**config.mk**
```make
export PLATFORM = sky130hd
export DESIGN_NAME = decode_pipe
export DESIGN_NICKNAME = d
export VERILOG_FILES = /design/src/rtl/decode_pipe.sv
export SDC_FILE = /design/constraint.sdc
export NUM_CORES = 2
export LEC_CHECK = 0
export BUFFER_PORTS_ARGS = -buffer_cell sky130_fd_sc_hd__buf_2
export CAP_MARGIN = 10
export CORE_UTILIZATION = 25
export CTS_CLUSTER_DIAMETER = 100
export DETAILED_ROUTE_END_ITERATION = 10
export HOLD_SLACK_MARGIN = 0.15
export PLACE_DENSITY = 0.45
export SLEW_MARGIN = 15
export SYNTH_ARGS = -nofsm -noshare
export SYNTH_HDL_FRONTEND = slang
export SYNTH_SLANG_ARGS = --single-unit
```
**constraint.sdc**
```tcl
create_clock -name clk -period 41.1 [get_ports clk]
set_clock_uncertainty 0.1 [all_clocks]
set_input_delay 2.055 -clock clk [delete_from_list [all_inputs] [get_ports clk]]
set_output_delay 2.055 -clock clk [all_outputs]
set_load 0.01 [all_outputs]
```
**src/rtl/decode_pipe.sv**
```systemverilog
// Decode stage: instruction field extraction, register file read, immediate generation and
// an ID/EX output register with load-use hazard stalling and flush.
module decode_pipe #(
    parameter int unsigned XLEN   = 32,
    parameter int unsigned NREGS  = 32,
    parameter bit          BYPASS = 1'b1
) (
    input  logic            clk,
    input  logic            reset,
    input  logic            in_valid,
    output logic            in_ready,
    input  logic [31:0]     in_instr,
    input  logic [XLEN-1:0] in_pc,
    input  logic [XLEN-1:0] in_pcplus4,
    input  logic            flush,
    input  logic            wb_we,
    input  logic [4:0]      wb_rd,
    input  logic [XLEN-1:0] wb_data,
    output logic            out_valid,
    input  logic            out_ready,
    output logic [4:0]      out_rs1,
    output logic [4:0]      out_rs2,
    output logic [4:0]      out_rd,
    output logic [2:0]      out_funct3,
    output logic [6:0]      out_opcode,
    output logic [XLEN-1:0] out_rd1,
    output logic [XLEN-1:0] out_rd2,
    output logic [XLEN-1:0] out_imm,
    output logic [XLEN-1:0] out_pc,
    output logic [XLEN-1:0] out_pcplus4,
    output logic            out_is_load,
    output logic            out_bad_reg,
    output logic [15:0]     stall_cnt
);

    localparam int unsigned RW     = $clog2(NREGS);
    localparam logic [5:0]  NREGS6 = 6'(NREGS);

    localparam logic [6:0] OP_LUI   = 7'b0110111;
    localparam logic [6:0] OP_AUIPC = 7'b0010111;
    localparam logic [6:0] OP_JAL   = 7'b1101111;
    localparam logic [6:0] OP_JALR  = 7'b1100111;
    localparam logic [6:0] OP_B     = 7'b1100011;
    localparam logic [6:0] OP_LOAD  = 7'b0000011;
    localparam logic [6:0] OP_S     = 7'b0100011;
    localparam logic [6:0] OP_IMM   = 7'b0010011;
    localparam logic [6:0] OP_R     = 7'b0110011;

    logic [XLEN-1:0] regs [NREGS];

    logic [6:0]      opcode;
    logic [4:0]      rs1, rs2, rd;
    logic            use_rs1, use_rs2, writes_rd;
    logic            hazard, accept, bad_reg;
    logic [31:0]     imm32;
    logic [XLEN-1:0] imm_x, rdata1, rdata2;
    logic [RW-1:0]   ridx1, ridx2, widx;

    always_comb begin
        opcode    = in_instr[6:0];
        rs1       = in_instr[19:15];
        rs2       = in_instr[24:20];
        rd        = in_instr[11:7];
        use_rs1   = !(opcode inside {OP_LUI, OP_AUIPC, OP_JAL});
        use_rs2   = opcode inside {OP_R, OP_S, OP_B};
        writes_rd = !(opcode inside {OP_S, OP_B});
        hazard    = out_valid & out_is_load & (out_rd != 5'd0) &
                    ((use_rs1 & (rs1 == out_rd)) | (use_rs2 & (rs2 == out_rd)));
        in_ready  = ~flush & ~hazard & (~out_valid | out_ready);
        accept    = in_valid & in_ready;
        bad_reg   = (use_rs1 & ({1'b0, rs1} >= NREGS6)) |
                    (use_rs2 & ({1'b0, rs2} >= NREGS6)) |
                    (writes_rd & ({1'b0, rd} >= NREGS6));
    end

    always_comb begin
        imm32 = 32'd0;
        case (opcode)
            OP_IMM, OP_LOAD, OP_JALR: imm32 = {{20{in_instr[31]}}, in_instr[31:20]};
            OP_S:  imm32 = {{20{in_instr[31]}}, in_instr[31:25], in_instr[11:7]};
            OP_B:  imm32 = {{19{in_instr[31]}}, in_instr[31], in_instr[7], in_instr[30:25],
                            in_instr[11:8], 1'b0};
            OP_LUI, OP_AUIPC: imm32 = {in_instr[31:12], 12'd0};
            OP_JAL: imm32 = {{11{in_instr[31]}}, in_instr[31], in_instr[19:12], in_instr[20],
                             in_instr[30:21], 1'b0};
            default: imm32 = 32'd0;
        endcase
        imm_x = XLEN'(signed'(imm32));
    end

    // Register file is indexed by the low RW bits; x0 is hardwired to zero.
    always_comb begin
        ridx1 = rs1[RW-1:0];
        ridx2 = rs2[RW-1:0];
        widx  = wb_rd[RW-1:0];
        if (ridx1 == '0) rdata1 = '0;
        else if (BYPASS && wb_we && (widx == ridx1)) rdata1 = wb_data;
        else rdata1 = regs[ridx1];
        if (ridx2 == '0) rdata2 = '0;
        else if (BYPASS && wb_we && (widx == ridx2)) rdata2 = wb_data;
        else rdata2 = regs[ridx2];
    end

    always_ff @(posedge clk or posedge reset) begin
        if (reset) begin
            for (int i = 0; i < int'(NREGS); i++) regs[i] <= '0;
        end else if (wb_we && (widx != '0)) begin
            regs[widx] <= wb_data;
        end
    end

    always_ff @(posedge clk or posedge reset) begin
        if (reset) begin
            out_valid   <= 1'b0;
            out_rs1     <= '0;
            out_rs2     <= '0;
            out_rd      <= '0;
            out_funct3  <= '0;
            out_opcode  <= '0;
            out_rd1     <= '0;
            out_rd2     <= '0;
            out_imm     <= '0;
            out_pc      <= '0;
            out_pcplus4 <= '0;
            out_is_load <= 1'b0;
            out_bad_reg <= 1'b0;
        end else if (accept) begin
            out_valid   <= 1'b1;
            out_rs1     <= rs1;
            out_rs2     <= rs2;
            out_rd      <= rd;
            out_funct3  <= in_instr[14:12];
            out_opcode  <= opcode;
            out_rd1     <= rdata1;
            out_rd2     <= rdata2;
            out_imm     <= imm_x;
            out_pc      <= in_pc;
            out_pcplus4 <= in_pcplus4;
            out_is_load <= (opcode == OP_LOAD);
            out_bad_reg <= bad_reg;
        end else if (flush || out_ready) begin
            out_valid <= 1'b0;
        end
    end

    always_ff @(posedge clk or posedge reset) begin
        if (reset) begin
            stall_cnt <= 16'd0;
        end else if (in_valid && hazard && !flush && (stall_cnt != 16'hFFFF)) begin
            stall_cnt <= stall_cnt + 16'd1;
        end
    end

endmodule

```
==> impl_metrics.ini <==
[die]
fp.dieH_um = 500.5
fp.coreArea_um2 = 246400
ioPinCount = 344
die_area_um2 = 250500
rows = 182
initial_utilization_pct = 25.22
die_w_um = 500.5

[status]
run_status = finished clean

[hold_path]
worst_hold_path_type = reg2reg

[power_and_ir_drop]
peakVddDrop_mv = 0.04201
leakagePower_nw = 30.74
power_density_nw_per_um2 = 49.85

[synth]
netlist.area_leader.share_pct = 49.41
yosysSeqAreaShare_pct = 49.41
netlist.top_cell.by_area = dfrtp_1
netlist_area_um2 = 62140
synthSimpleGateAreaFrac_pct = 3.478
yosysUniqueCellTypes = 54
async_flop_share_pct = 100.0
synth_top_family_by_area = multiplexers
yosys-top-cells-count = 1227 x dfrtp_1, 1082 x mux2_2, 368 x mux4_2
synth_compound_area_share_pct = 6.826
synth_edf_count = 0
netlist_instances = 4416
avgSynthCellArea_um2 = 14.07
yosys.area_share.adder_pct = 0.02014
yosysMostFrequentCell = dfrtp_1
yosys_warnings = 0
synthTopCellsByArea = dfrtp_1 49%, mux2_2 20%, mux4_2 13%
ys_dominant_reg_cell = dfrtp_1
synthMuxAreaShare_pct = 36.56
synth_seq_cells = 1227
synth_fp_nets = 4556
synthXorXnorAreaFrac_pct = 0.4933

[run]
maxCapViolCount = 0

[worst_setup_path]
crit_fanout = 11
cpPeakStageDelay_ps = 750
path_buf_inv = 2
crit_chain = buf_2 > xor2_1 > nor4_1 > nand4_1 > o21ai_2 > nor3b_1 > buf_2
crit_path_start_kind = input port
slowest_stage = o21ai_2
cp.arrival_ps = 4410
required_ps = 38940
cp-end-kind = output pin
cp_top_family = simple AND/OR/NAND/NOR gates
path_common_cell = buf_2
path_class = in2out

[routing]
final_antenna_net_count = 0
drt_iter0_markers = 3058
post-route-drc-count = 0
wl_mm = 227.3
vias = 40900
viasPerCell = 5.149
wl_per_cell_um = 28.62
drt_first_pass_iters = 5

[grt]
grt_antenna_before_repair = 16
groute.usage.overall_pct = 17.98
grt_pass1_wl_mm = 327.1
grt_pass1_vias = 42230
grt-ovfl-total = 0
grt_max_degree = 154

[clock_tree]
path_clk_slew_ps = 50
htree_levels = 4
numClockSinks = 1227
cts_tree = yes
worstSkewPairLatency_ps = 790
holdBufCountCts = 0
clockRootBuffer = clkbuf_16
clockBufferDepth = 3
ctsResizeCount = 0
post_cts_buffers = 0
numCtsBuffers = 143

[sta]
max_slew_margin_pct = 23.55
worst_pin_slew_ps = 1147
min_period_ps = 6566
hold_viol_final = 0
drv_slew = 0
fmax_mhz = 152.3
rsz0062_at_grt = no
fin_ws_ps = 34530
setup_violations = 0
min_period_over_period_pct = 15.97
setup_tns_ps = 0

[placement]
placed_cells = 7691
dp_hpwl_mm = 129.5
io_buffers = 342
post-place-ws_ps = 33730
post_dp_cell_area_um2 = 67160
place.gp.congestion = 0.7539

[finish]
fillers = 24950
area_growth_pct = 15.89
layout.nets = 4664
final_cells = 7943
final_layout_size_suffix_gt1_share_pct = 46.84
antenna_cells = 0
final_area_um2 = 72010
==> stage by stage <==
step                      power, mW  hold WS (ps)  util (%)
after floorplan               2.052         345.1         -
after global placement        2.257         280.5     27.26
after detailed placement      2.273         285.9     27.26
after CTS                     3.627         298.0     29.23
after global routing          3.754         311.8     29.23
final                         3.589         296.5     29.23
==> cells by family after synthesis <==
family          Yosys count
mux                    1674
flops                  1227
simple gates            392
xor+xnor                 35
buf+inv                 480
fa+ha+maj                 1
compound gates          606
other cells               1
==> sequential cells by signal, summed over array words and instances, names as in the netlist, 5 cells and up <==
| signal | cells |
|---|---|
| out_rd2 | 32 |
| out_rd1 | 32 |
| out_rd | 5 |
| out_pc | 32 |
| out_rs1 | 5 |
| out_rs2 | 5 |
| stall_cnt | 16 |
| out_opcode | 7 |
| regs | 1024 |
| out_imm | 32 |
| out_pcplus4 | 32 |
==> worst reg2reg max path, stage by stage (launching register included) <==
cell       delay (ps)
dfrtp_1           510
xor2_1            210
nor4_1            360
nand4_1           410
o2111ai_4         870
buf_4             830
buf_4             910
mux2_2            460
==> report_power, final <==
group | internal, mW | switching [mW] | leakage (nW)
registers | 1.43 | 0.162 | 15.7
clock network | 0.794 | 0.548 | 2.38
logic | 0.370 | 0.286 | 12.7
==> layout make-up <==
| class | instances | area, µm² | share of cell area [%] |
|---|---|---|---|
| clock buffer | 210 | 4214 | 5.852 |
| clock inverter | 42 | 638.1 | 0.8862 |
| inverter | 1 | 11.26 | 0.01564 |
| multi-input combinational | 2709 | 29730 | 41.29 |
| sequential | 1227 | 30700 | 42.64 |
| tap | 3312 | 4144 | 5.755 |
| timing repair buffer | 442 | 2567 | 3.565 |
==> routing by layer <==
layer / share of wire, % / vias up / wire length (µm) / GRT usage (%)
met4: 2.3 / 6 / 5308 / 4.413
li1: - / 17130 / - / -
met3: 4.8 / 276 / 10970 / 2.842
met1: 46 / 22310 / 104800 / 25.26
met2: 47 / 1185 / 106200 / 28.72
met5: 0.018 / - / 41 / 0
==> final timing paths <==
check                                  startpoint                           to  slack [ps]  depth (start not counted)
max                                  in_instr[22]                     in_ready       34530                          7
min                        regs[1015]$_DFFE_PP0P_       regs[1015]$_DFFE_PP0P_         300                          0
max reg2reg                 out_rd[2]$_DFFE_PP0P_  out_pcplus4[10]$_DFFE_PP0P_       36330                          7
min reg2reg                regs[1015]$_DFFE_PP0P_       regs[1015]$_DFFE_PP0P_         300                          0
max in group asynchronous                   reset        regs[139]$_DFFE_PP0P_       34780                          7
min in group asynchronous                   reset        out_valid$_DFFE_PP0P_        1360                          2
==> layout by cell type, fill, tap and decap left out, types with 7 or more instances in the layout <==
cell type	netlist	layout
dfrtp_1	1227	1227
mux2_2	1082	1082
mux4_2	368	368
buf_2	108	337
mux2i_1	224	224
clkbuf_16	0	146
nor2b_1	114	111
a22oi_1	105	105
a21oi_1	102	102
a211oi_1	101	101
buf_4	7	96
o22ai_1	84	84
a31oi_1	72	72
a221o_1	64	64
nand2_1	71	63
nand3_1	48	43
o21ai_0	37	37
nor3_1	35	35
a22o_1	32	32
clkbuf_1	308	32
clkbuf_8	0	32
or3_1	30	29
xor2_1	19	19
nor2_1	30	17
xnor2_1	16	16
nor2_4	0	13
nand4_1	13	13
bufinv_16	0	13
clkinv_2	0	13
inv_6	0	8
nand2_2	0	7
nor4_1	9	7
No activity file was read; power rests on OpenSTA's default activity.
